File: src/rtl/ex_stage_unit_if.sv
// Execute-stage bus: operands and controls toward the EX unit, results and
// redirect outputs back from it.
interface ex_stage_unit_if #(
  parameter int XLEN = 32
);
  logic [3:0]      alu_op;
  logic [XLEN-1:0] in_1;
  logic [XLEN-1:0] in_2;
  logic [2:0]      branch;
  logic            jalr;
  logic [XLEN-1:0] pc;
  logic [XLEN-1:0] imm;
  logic [XLEN-1:0] rs1;
  logic [XLEN-1:0] alu_out;
  logic            zero;
  logic            carry;
  logic            overflow;
  logic            sign;
  logic            taken;
  logic [XLEN-1:0] target;
  logic [XLEN-1:0] alu_out_q;

  modport master (
    output alu_op, in_1, in_2, branch, jalr, pc, imm, rs1,
    input  alu_out, zero, carry, overflow, sign, taken, target, alu_out_q
  );

  modport slave (
    input  alu_op, in_1, in_2, branch, jalr, pc, imm, rs1,
    output alu_out, zero, carry, overflow, sign, taken, target, alu_out_q
  );
endinterface

File: src/rtl/ex_stage_unit.sv
// Execute-stage compute block: ALU with flags, branch-condition evaluation,
// branch/jump target generation and a registered ALU result for EX/MEM.
module ex_stage_unit #(
  parameter int XLEN = 32
) (
  input logic           clk,
  input logic           rst_n,
  ex_stage_unit_if.slave bus
);

  localparam logic [3:0] OP_ADD    = 4'd0;
  localparam logic [3:0] OP_SUB    = 4'd1;
  localparam logic [3:0] OP_AND    = 4'd2;
  localparam logic [3:0] OP_OR     = 4'd3;
  localparam logic [3:0] OP_XOR    = 4'd4;
  localparam logic [3:0] OP_SLL    = 4'd5;
  localparam logic [3:0] OP_SRL    = 4'd6;
  localparam logic [3:0] OP_SRA    = 4'd7;
  localparam logic [3:0] OP_SLT    = 4'd8;
  localparam logic [3:0] OP_SLTU   = 4'd9;
  localparam logic [3:0] OP_PASS_B = 4'd10;

  localparam logic [2:0] BR_BEQ  = 3'd0;
  localparam logic [2:0] BR_BNE  = 3'd1;
  localparam logic [2:0] BR_NONE = 3'd2;
  localparam logic [2:0] BR_JUMP = 3'd3;
  localparam logic [2:0] BR_BLT  = 3'd4;
  localparam logic [2:0] BR_BGE  = 3'd5;
  localparam logic [2:0] BR_BLTU = 3'd6;
  localparam logic [2:0] BR_BGEU = 3'd7;

  localparam int MSB = XLEN - 1;

  logic            sub_s;
  logic            arith_s;
  logic [XLEN-1:0] b_eff_s;
  logic [XLEN:0]   sum_s;
  logic [4:0]      shamt_s;
  logic [XLEN-1:0] result_s;
  logic            zero_s;
  logic            sign_s;
  logic            carry_s;
  logic            overflow_s;
  logic            taken_s;
  logic [XLEN-1:0] jalr_sum_s;
  logic [XLEN-1:0] target_s;
  logic [XLEN-1:0] alu_out_r;

  // Shared adder (SUB as in_1 + ~in_2 + 1) and the ALU result mux.
  always_comb begin
    sub_s   = (bus.alu_op == OP_SUB);
    shamt_s = bus.in_2[4:0];
    if (sub_s) begin
      b_eff_s = ~bus.in_2;
    end else begin
      b_eff_s = bus.in_2;
    end
    sum_s = {1'b0, bus.in_1} + {1'b0, b_eff_s} + {{XLEN{1'b0}}, sub_s};
    case (bus.alu_op)
      OP_ADD, OP_SUB: result_s = sum_s[XLEN-1:0];
      OP_AND:         result_s = bus.in_1 & bus.in_2;
      OP_OR:          result_s = bus.in_1 | bus.in_2;
      OP_XOR:         result_s = bus.in_1 ^ bus.in_2;
      OP_SLL:         result_s = bus.in_1 << shamt_s;
      OP_SRL:         result_s = bus.in_1 >> shamt_s;
      OP_SRA:         result_s = $unsigned($signed(bus.in_1) >>> shamt_s);
      OP_SLT:         result_s = {{(XLEN-1){1'b0}}, ($signed(bus.in_1) < $signed(bus.in_2))};
      OP_SLTU:        result_s = {{(XLEN-1){1'b0}}, (bus.in_1 < bus.in_2)};
      OP_PASS_B:      result_s = bus.in_2;
      default:        result_s = {XLEN{1'b0}};
    endcase
  end

  // Flags; carry/overflow only mean something for the adder ops.
  always_comb begin
    arith_s = (bus.alu_op == OP_ADD) || (bus.alu_op == OP_SUB);
    zero_s  = (result_s == {XLEN{1'b0}});
    sign_s  = result_s[MSB];
    if (arith_s) begin
      carry_s    = sum_s[XLEN];
      // Using the effective B operand folds the ADD and SUB rules into one.
      overflow_s = (bus.in_1[MSB] == b_eff_s[MSB]) && (sum_s[MSB] != bus.in_1[MSB]);
    end else begin
      carry_s    = 1'b0;
      overflow_s = 1'b0;
    end
  end

  // Branch decision from the flags of the SUB issued by the control unit.
  always_comb begin
    case (bus.branch)
      BR_BEQ:  taken_s = zero_s;
      BR_BNE:  taken_s = ~zero_s;
      BR_NONE: taken_s = 1'b0;
      BR_JUMP: taken_s = 1'b1;
      BR_BLT:  taken_s = sign_s ^ overflow_s;
      BR_BGE:  taken_s = ~(sign_s ^ overflow_s);
      BR_BLTU: taken_s = ~carry_s;
      BR_BGEU: taken_s = carry_s;
      default: taken_s = 1'b0;
    endcase
  end

  // Redirect address, computed whether or not the branch is taken.
  always_comb begin
    jalr_sum_s = bus.rs1 + bus.imm;
    if (bus.jalr) begin
      target_s = {jalr_sum_s[XLEN-1:1], 1'b0};
    end else begin
      target_s = bus.pc + bus.imm;
    end
  end

  // EX/MEM copy of the ALU result, cleared immediately by reset.
  always_ff @(posedge clk or negedge rst_n) begin
    if (!rst_n) begin
      alu_out_r <= {XLEN{1'b0}};
    end else begin
      alu_out_r <= result_s;
    end
  end

  assign bus.alu_out   = result_s;
  assign bus.zero      = zero_s;
  assign bus.carry     = carry_s;
  assign bus.overflow  = overflow_s;
  assign bus.sign      = sign_s;
  assign bus.taken     = taken_s;
  assign bus.target    = target_s;
  assign bus.alu_out_q = alu_out_r;

endmodule

File: src/flat_wrapper.sv
// flat-port wrapper written by rule: the top's interface ports become plain ports
module ex_stage_unit_flat 
#(
  parameter int XLEN = 32
)
  (clk, rst_n, bus_alu_op, bus_in_1, bus_in_2, bus_branch, bus_jalr, bus_pc, bus_imm, bus_rs1, bus_alu_out, bus_zero, bus_carry, bus_overflow, bus_sign, bus_taken, bus_target, bus_alu_out_q);
  ex_stage_unit_if #(.XLEN(XLEN)) bus_i ();
  input logic clk;
  input logic rst_n;
  input wire logic [$bits(bus_i.alu_op)-1:0] bus_alu_op;
  input wire logic [$bits(bus_i.in_1)-1:0] bus_in_1;
  input wire logic [$bits(bus_i.in_2)-1:0] bus_in_2;
  input wire logic [$bits(bus_i.branch)-1:0] bus_branch;
  input wire logic [$bits(bus_i.jalr)-1:0] bus_jalr;
  input wire logic [$bits(bus_i.pc)-1:0] bus_pc;
  input wire logic [$bits(bus_i.imm)-1:0] bus_imm;
  input wire logic [$bits(bus_i.rs1)-1:0] bus_rs1;
  output wire logic [$bits(bus_i.alu_out)-1:0] bus_alu_out;
  output wire logic [$bits(bus_i.zero)-1:0] bus_zero;
  output wire logic [$bits(bus_i.carry)-1:0] bus_carry;
  output wire logic [$bits(bus_i.overflow)-1:0] bus_overflow;
  output wire logic [$bits(bus_i.sign)-1:0] bus_sign;
  output wire logic [$bits(bus_i.taken)-1:0] bus_taken;
  output wire logic [$bits(bus_i.target)-1:0] bus_target;
  output wire logic [$bits(bus_i.alu_out_q)-1:0] bus_alu_out_q;
  assign bus_i.alu_op = bus_alu_op;
  assign bus_i.in_1 = bus_in_1;
  assign bus_i.in_2 = bus_in_2;
  assign bus_i.branch = bus_branch;
  assign bus_i.jalr = bus_jalr;
  assign bus_i.pc = bus_pc;
  assign bus_i.imm = bus_imm;
  assign bus_i.rs1 = bus_rs1;
  assign bus_alu_out = bus_i.alu_out;
  assign bus_zero = bus_i.zero;
  assign bus_carry = bus_i.carry;
  assign bus_overflow = bus_i.overflow;
  assign bus_sign = bus_i.sign;
  assign bus_taken = bus_i.taken;
  assign bus_target = bus_i.target;
  assign bus_alu_out_q = bus_i.alu_out_q;
  ex_stage_unit #(.XLEN(XLEN)) u_core (.clk(clk), .rst_n(rst_n), .bus(bus_i));
endmodule
File: config.mk
export PLATFORM = sky130hd
export DESIGN_NAME = ex_stage_unit_flat
export DESIGN_NICKNAME = d
export VERILOG_FILES = /design/src/rtl/ex_stage_unit_if.sv /design/src/rtl/ex_stage_unit.sv /design/src/flat_wrapper.sv
export SDC_FILE = /design/constraint.sdc
export NUM_CORES = 1
export LEC_CHECK = 0
export CAP_MARGIN = 10
export CORE_ASPECT_RATIO = 0.8
export CORE_UTILIZATION = 44
export DETAILED_ROUTE_END_ITERATION = 8
export PLACE_DENSITY = 0.79
export SYNTH_ARGS = -nofsm -noshare
export SYNTH_HDL_FRONTEND = slang
export SYNTH_SLANG_ARGS = --single-unit
export TNS_END_PERCENT = 20
File: constraint.sdc
create_clock -name clk -period 17.9 [get_ports clk]
set_clock_uncertainty 0.2 [all_clocks]
set_input_delay 4.475 -clock clk [delete_from_list [all_inputs] [get_ports clk]]
set_output_delay 4.475 -clock clk [all_outputs]
set_load 0.01 [all_outputs]
-- Word-level counts from Yosys, hierarchy flattened
Cells that the tools add are included.
- logic and storage cells: 49
- input port bits: 170
- bits in registers: 32
- shift operators: 3
- bitwise operators: 8
- reductions and logical operators: 6
- magnitude comparators: 2
- add/subtract/negate cells: 4
- equality and inequality tests: 19
- multiplexer cells: 6
- operator list (cell ; count):
    32-bit one-hot mux with 10 select lines ; 1
    32-bit adder ; 2
    32-bit < comparator ; 2
    32-bit two-way mux ; 2
    32-bit by 32-bit adder with 33-bit output ; 1
    33-bit by 1-bit adder with 33-bit output ; 1
    32-bit AND ; 1
    32-bit logical NOT ; 1
    32-bit NOT ; 1
    32-bit OR ; 1
    32-bit by 5-bit << shifter with 32-bit output ; 1
    32-bit by 5-bit >> shifter with 32-bit output ; 1
    32-bit by 5-bit >>> shifter with 32-bit output ; 1
    32-bit bitwise XOR ; 1
    4-bit by 3-bit == test with 1-bit output, second input constant ; 4
    3-bit == test, second input constant ; 4
    4-bit == test, second input constant ; 3
    4-bit by 2-bit == test with 1-bit output, second input constant ; 2
    1-bit one-hot mux with 8 select lines ; 1
    3-bit by 2-bit == test with 1-bit output, second input constant ; 2
    4-bit by 1-bit == test with 1-bit output, second input constant ; 1
    4-bit logical NOT ; 1
    3-bit by 1-bit == test with 1-bit output, second input constant ; 1
    3-bit logical NOT ; 1
    8 further kinds ; 11

-- Longest topological paths before layout
Gate-level depths: netlist of run 1.
- word-level depth: 10
- depth in mapped cells: 20

-- Least setup slack after synthesis of run 1
OpenSTA, ideal clock, no wires.
- path kind: in2out
- start point: input bus_in_2[3]
- end point: output bus_taken
- stages: 19
- slack: 3746 ps
- data arrival time: 9479 ps
- cells stage by stage: clkbuf_1 buf_2 inv_2 buf_1 clkbuf_1 xnor2_1 ha_1 or2_2 a41o_1 o211a_1 a221oi_2 o211a_1 nor4_1 or3_1 nor3_1 or4b_1 or4_1 or4b_1 o311ai_1
- elaborated cells between the ends (all ways): 23
- RTL lines (item ; line ; text):
    from (decl) ; flat_wrapper.sv:12 ; input wire logic [$bits(bus_i.in_2)-1:0] bus_in_2;
    32-bit NOT ; ex_stage_unit.sv:54 ; b_eff_s = ~bus.in_2;
    32-bit two-way mux ; ex_stage_unit.sv:53 ; if (sub_s) begin
    32-bit by 32-bit adder with 33-bit output ; ex_stage_unit.sv:58 ; sum_s = {1'b0, bus.in_1} + {1'b0, b_eff_s} + {{XLEN{1'b0}}, sub_s};
    33-bit by 1-bit adder with 33-bit output ; ex_stage_unit.sv:58 ;
    32-bit one-hot mux with 10 select lines (*) ; ex_stage_unit.sv:59 ; case (bus.alu_op)
    named net bus_alu_out[25] ; flat_wrapper.sv:18 ; output wire logic [$bits(bus_i.alu_out)-1:0] bus_alu_out;
    32-bit logical NOT (*) ; ex_stage_unit.sv:77 ; zero_s = (result_s == {XLEN{1'b0}});
    1-bit NOT ; ex_stage_unit.sv:93 ; BR_BNE: taken_s = ~zero_s;
    1-bit one-hot mux with 8 select lines (*) ; ex_stage_unit.sv:91 ; case (bus.branch)
    to (decl) ; flat_wrapper.sv:23 ; output wire logic [$bits(bus_i.taken)-1:0] bus_taken;
Mark *: on every way through the listed nets, which the timed path passes. The rest lies on a longest branch.

-- Worst setup path in the final report of run 1
- start point: input bus_alu_op[2]
- end point: output bus_taken
- word-level cells in the longest chain between the ends: 10
- elaborated cells between the ends (all ways): 28
- RTL lines (item ; line ; text):
    from (decl) ; flat_wrapper.sv:10 ; input wire logic [$bits(bus_i.alu_op)-1:0] bus_alu_op;
    parallel branches: the longest is 9 deep, another holds 32-bit by 32-bit adder with 33-bit output ; n/a ;
    1-bit one-hot mux with 8 select lines (*) ; ex_stage_unit.sv:91 ;
Every way passes the cells marked *.

==> results of run 1 <==
[final cells by class]
| type | count | area, sq um | share of cell area [%] |
|---|---|---|---|
| Multi-Input combinational cell | 1597 | 12100 | 71.5 |
| Timing Repair Buffer | 302 | 2910 | 17.2 |
| Sequential cell | 32 | 801 | 4.74 |
| Tap cell | 413 | 517 | 3.06 |
| Inverter | 106 | 398 | 2.36 |
| Clock buffer | 7 | 153 | 0.904 |
| Clock inverter | 1 | 30.0 | 0.178 |
| Antenna cell | 1 | 2.50 | 0.0148 |
[placed cells by master, fill, tap and decap left out, types with 33 or more instances in the layout]
cell type          n
o211ai_1          42
xor2_1            37
xnor2_1           65
a21oi_1          139
clkdlybuf4s50_1  263
inv_1            102
buf_4             33
nand2_1          157
o21ai_0          124
ha_1             198
nor3_1            35
nand3_1           49
mux2i_1           88
nor2_1           142
[power breakdown]
| part | switching (mW) | total (mW) | internal, mW | leakage, nW |
|---|---|---|---|---|
| logic | 0.347 | 0.599 | 0.252 | 6.66 |
| clock network | 0.0330 | 0.106 | 0.0733 | 0.0901 |
| registers | 0.00277 | 0.0849 | 0.0821 | 0.407 |
[metrics by stage]
stage               total power, mW  hold slack, ns  cell area (sq um)
floorplan                     0.421            3.98              13800
global placement              0.656            4.70              16700
detailed placement            0.661            4.71              16700
CTS                           0.770            4.41              16900
global route                  0.828            4.42              16900
finish                        0.790            4.39              16900
[worst max-delay path by stage]
| stage | cells past startpoint | endpoint | from | slack [ns] |
|---|---|---|---|---|
| 6_report | 18 | bus_taken | bus_alu_op[2] | 1.87 |
| 5_1_grt | 18 | bus_taken | bus_alu_op[2] | 1.70 |
| 4_1_cts | 18 | bus_taken | bus_alu_op[2] | 2.07 |
| 3_5_place_dp | 18 | bus_taken | bus_alu_op[2] | 2.08 |
| 3_3_place_gp | 18 | bus_taken | bus_alu_op[2] | 2.21 |
| 2_1_floorplan | 19 | bus_taken | bus_in_2[3] | 3.75 |
[metal layers]
metal | GRT usage, % | share of wire (%)
met2 | 53.5 | 40
met5 | 0 | 0.027
met3 | 13.3 | 14
met1 | 59.7 | 44
met4 | 9.16 | 2.5
[cells by family (layout without fill, tap and decap cells)]
logic type | count (synthesis) | in the layout
buffers and inverters | 228 | 416
AOI/OAI and AO/OA | 590 | 590
adders and majority gates | 201 | 201
DFF | 32 | 32
xor gates and xnor gates | 102 | 102
muxes | 156 | 156
other | 0 | 1
and+or+nand+nor | 548 | 548
==> results.py, run 1 <==
metrics = {
    "global_routing": {
        "antenna_found_initial": 3,
        "track_usage_pct": 39.8,
        "grt_pass1_wl_microns": 96100,
        "grt_pass1_vias": 14900,
        "grt-ovfl-total": 0,
        "grt_start_max_net_pins": 62,
    },
    "setup_path": {
        "slowest_stage": "clkdlybuf4s50_1",
        "crit_path_end_kind": "output pin",
        "cp_top_family": "simple AND/OR/NAND/NOR gates",
        "slowest_delay_ns": 0.88,
        "crit_arrival_ns": 11.35,
        "cp.required_ns": 13.23,
        "crit_buf_inv": 3,
        "worstSetupPathType": "input pin to output pin",
        "crit_fanout": 34,
        "path_cells": "clkdlybuf4s50_1, nor4b_2, buf_4, xnor2_1, ha_1, or2_2, a41o_1, o211a_1, a221oi_2, o21ai_0, xnor2_1, o2111ai_1, nor4_1, nand4_1, or4_1, or4b_1, o311ai_1, clkdlybuf4s50_1",
        "cp-start-kind": "input pin",
    },
    "cts": {
        "ctsHoldBuffers": 0,
        "cts_made_buffers": 5,
        "htree_levels": 2,
        "cts_setup_buffers": 0,
        "cts.clk_slew.worst_paths_ns": 0.06,
        "cts.repair.resized": 0,
        "cts_sinks": 32,
        "cts_tree": "yes",
        "cts_root_buf": "clkbuf_16",
        "cts.path.max_buffers": 2,
    },
    "yosys": {
        "synth_edf_count": 0,
        "synthArstFlopShare_pct": 100,
        "synth_compound_area_share_pct": 28.4,
        "syn_area_per_cell_sq_um": 7.42,
        "synthSimpleGateAreaFrac_pct": 19.3,
        "ys_top_cells_by_count": "ha_1, nand2_1, nor2_1",
        "ys_seq_area_share_pct": 5.81,
        "ys_warn_count": 0,
        "synth_top_family_by_area": "compound AO/OA/AOI/OAI gates",
        "synth_ff_type": "dfrtp_1",
        "ys_ff_latch": 32,
        "ys_types": 90,
        "synth_area_leader_cell": "ha_1",
        "syn-num-nets": 2228,
        "synth_top_area_share_pct": 18.0,
        "synth_adder_area_share_pct": 18.4,
        "synth_cells": 1857,
        "yosysMostFrequentCell": "ha_1",
        "synth_area_leaders": "ha_1, mux2i_1, dfrtp_1",
        "synthXorXnorAreaFrac_pct": 6.48,
        "syn_area_sq_mm": 0.0138,
        "synth.mux.area_fraction_pct": 14.7,
    },
    "route": {
        "remaining_drc_errors": 0,
        "ant_nets": 0,
        "routedWlPerCell_microns": 27.0,
        "wirelength_microns": 66400,
        "vias": 16500,
        "via_per_inst": 6.72,
        "drtPass1Iterations": 6,
        "drtIter0Drc": 2635,
    },
    "sta": {
        "tns_ns": 0,
        "setup_slack_ns": 1.87,
        "max_freq_mhz": 62.4,
        "hold_viol": 0,
        "slew_viol_final": 0,
        "relSlewSlack_pct": 9.16,
        "fin_crit_sh_pct": 89.5,
        "worstMarginPinSlew_ns": 1.35,
        "fin_crit_ns": 16.03,
        "rsz0062_at_grt": "no",
        "finalSetupViolCount": 0,
    },
    "die": {
        "core_sq_mm": 0.0306,
        "die_w_microns": 200,
        "rows": 57,
        "io_pins": 271,
        "dieArea_sq_mm": 0.0320,
        "start_util_pct": 45.1,
        "die_y_microns": 160,
    },
    "layout": {
        "syn2layout_area_growth_pct": 22.5,
        "largest_reg_flops": 32,
        "fin_nets": 2415,
        "final_layout_size_suffix_gt1_share_pct": 6.94,
        "nFillCells": 2913,
        "layoutNonFillerInstCount": 2459,
        "finish.utilization_pct": 55.2,
    },
    "status": {
        "status": "finished, final reports clean",
    },
    "power": {
        "ir_drop_mv": 0.0555,
        "power_density_mw_per_mm2": 46.8,
        "total_leakage_power_nw": 7.16,
    },
    "place": {
        "pre_cts_ws_ns": 2.08,
        "dp_hpwl_microns": 53100,
        "globalplace.congestion": 1.04,
        "port_buffers": 270,
        "dp_cells": 2450,
    },
    "min_path": {
        "hold_class": "input pin to async pin",
    },
    "job": {
        "cap_viol_max_count": 0,
    },
}
No activity file was read; power rests on OpenSTA's default activity.
==> run 2: changes to the inputs <==
Settings changed: ABC_CLOCK_PERIOD_IN_PS from default to 13700, PLACE_DENSITY 0.79 to 0.81.
Clock period 17.9 ns to 13.7 ns, I/O delays scaled along.
==> run 2 against run 1 <==
Via count is 2.4% higher. Combinational power is 36% higher. Clock power is 25% higher. Critical path depth stayed put. Hold slack worse by 1.1 ns. Sequential share of layout area is 0.081 points lower. Critical endpoint unchanged. Largest power group unchanged. Sequential power is 31% higher. First-iteration DRC count is 10% lower.
==> results.py, run 2 (synthesis results as in run 1) <==
metrics = {
    "status": {
        "status": "finished, final reports clean",
    },
    "power": {
        "p_sw_share_pct": 49.6,
        "ir_drop_mv": 0.0510,
        "internal_power_mw": 0.533,
        "power_density_mw_per_mm2": 61.6,
        "seqPwrFrac_pct": 10.5,
        "combPwrFrac_pct": 76.9,
        "clkPwrFrac_pct": 12.6,
        "total_leakage_power_nw": 7.32,
        "power_switching_mw": 0.525,
    },
    "cts": {
        "cts_setup_buffers": 0,
        "cts_made_buffers": 5,
        "cts_root_buf": "clkbuf_16",
        "htree_levels": 2,
        "cts.clk_slew.worst_paths_ns": 0.06,
        "cts.path.max_buffers": 2,
        "cts.repair.resized": 0,
        "ctsHoldBuffers": 0,
        "cts_sinks": 32,
        "cts_tree": "yes",
    },
    "layout": {
        "fin_nets": 2449,
        "layoutNonFillerInstCount": 2496,
        "syn2layout_area_growth_pct": 24.6,
        "final_common_cell": "clkdlybuf4s50_1",
        "final_cell_mix": "clkdlybuf4s50_1, ha_1, nand2_1",
        "stdcell_area_sq_mm": 0.0172,
        "largest_reg_flops": 32,
        "final_layout_size_suffix_gt1_share_pct": 8.47,
    },
    "setup_path": {
        "crit_arrival_ns": 9.42,
        "path_cells": "clkdlybuf4s50_1, nor4b_2, buf_12, xnor2_1, ha_1, a31o_2, a21o_1, o211a_1, a221oi_2, o211a_1, nor4_1, or3_1, nor3_1, or4b_1, or4_1, or4b_1, o311ai_1, clkdlybuf4s50_1",
        "slowest_stage": "clkdlybuf4s50_1",
        "cp.depth": 18,
        "slowest_delay_ns": 0.58,
        "cp-start-kind": "input pin",
        "cp_top_family": "simple AND/OR/NAND/NOR gates",
        "crit_buf_inv": 3,
        "cp.required_ns": 10.07,
        "crit_path_end_kind": "output pin",
        "critPathCapture": "bus_taken",
        "crit_start": "bus_alu_op[1]",
        "crit_fanout": 34,
        "worstSetupPathType": "input pin to output pin",
    },
    "global_routing": {
        "grt_pass1_wl_microns": 102000,
        "grt-ovfl-total": 0,
        "grt_pass1_vias": 15300,
        "antenna_found_initial": 4,
        "track_usage_pct": 43.2,
        "grt_start_max_net_pins": 77,
    },
    "route": {
        "remaining_drc_errors": 0,
        "top_layer_used": "met5",
        "drtPass1Iterations": 6,
        "wirelength_microns": 71500,
        "wl_met3_microns": 10800,
        "via_per_inst": 6.78,
        "wl_met2_microns": 27200,
        "ant_nets": 0,
        "vias": 16900,
        "drtIter0Drc": 2362,
        "wl_met1_microns": 31700,
        "routedWlPerCell_microns": 28.6,
    },
    "sta": {
        "hold_viol": 0,
        "worstMarginPinSlew_ns": 1.29,
        "max_freq_mhz": 76.6,
        "finalSetupViolCount": 0,
        "setup_slack_ns": 0.652,
        "fin_crit_sh_pct": 95.2,
        "slew_viol_final": 0,
        "tns_ns": 0,
        "relSlewSlack_pct": 12.5,
        "rsz0062_at_grt": "no",
        "fin_crit_ns": 13.05,
        "whs_ns": 3.34,
    },
    "die": {
        "die_y_microns": 160,
        "die_w_microns": 200,
        "dieArea_sq_mm": 0.0320,
        "io_pins": 271,
        "rows": 57,
        "core_sq_mm": 0.0306,
        "start_util_pct": 45.1,
    },
    "place": {
        "port_buffers": 270,
        "dp_cells": 2484,
        "globalplace.congestion": 1.05,
        "pre_cts_ws_ns": 0.760,
        "dpl_cell_area_sq_mm": 0.0170,
        "dp_hpwl_microns": 58100,
    },
    "job": {
        "cap_viol_max_count": 0,
    },
    "min_path": {
        "hold_class": "input pin to async pin",
    },
}
run 2: changes by cell type in the layout (fill, tap and decap cells not counted), sizes merged:
cell      previous run  this run
buf                 39        73
diode                1         4
clkbuf               7         5
clkinv               1         2
clkinvlp             0         1
run 2: area by class of cell:
type                       count  area [sq um]
antenna                        4          10.0
clock buffer                   5           125
clock inverter                 3          42.5
fill                        2904         13400
inverter                     106           398
multi-input combinational   1597         12100
sequential                    32           801
tap                          413           517
timing repair buffer         336          3200
run 2: how the worst min path moves through the flow:
stage,start,to,slack (ns)
3_3_place_gp,rst_n,u_core.bus.alu_out_q[22],3.64
4_1_cts,rst_n,u_core.bus.alu_out_q[22],3.35
5_1_grt,rst_n,u_core.bus.alu_out_q[24],3.37
6_report,rst_n,u_core.bus.alu_out_q[18],3.34
3_5_place_dp,rst_n,u_core.bus.alu_out_q[22],3.66
2_1_floorplan,rst_n,u_core.bus.alu_out_q[0],2.93
run 2: routing by layer:
layer	global-route usage (%)	up-vias
met5	1.39	-
met4	8.92	6
met3	17.4	142
met2	56.5	1284
met1	64.4	8094
li1	-	7397
run 2: power groups by stage:
stage | logic [mW] | clock network [mW] | registers, mW
4_1_cts | 0.783 | 0.133 | 0.111
3_3_place_gp | 0.771 | 0 | 0.112
6_report | 0.813 | 0.133 | 0.111
2_1_floorplan | 0.431 | 0 | 0.119
3_5_place_dp | 0.778 | 0 | 0.113
5_1_grt | 0.854 | 0.139 | 0.112
run 2: per-stage QoR:
stage          utilization (%)  power [mW]
2_1_floorplan                -       0.551
3_3_place_gp              55.6       0.884
3_5_place_dp              55.6       0.891
4_1_cts                   56.1        1.03
5_1_grt                   56.1        1.11
6_report                  56.2        1.06
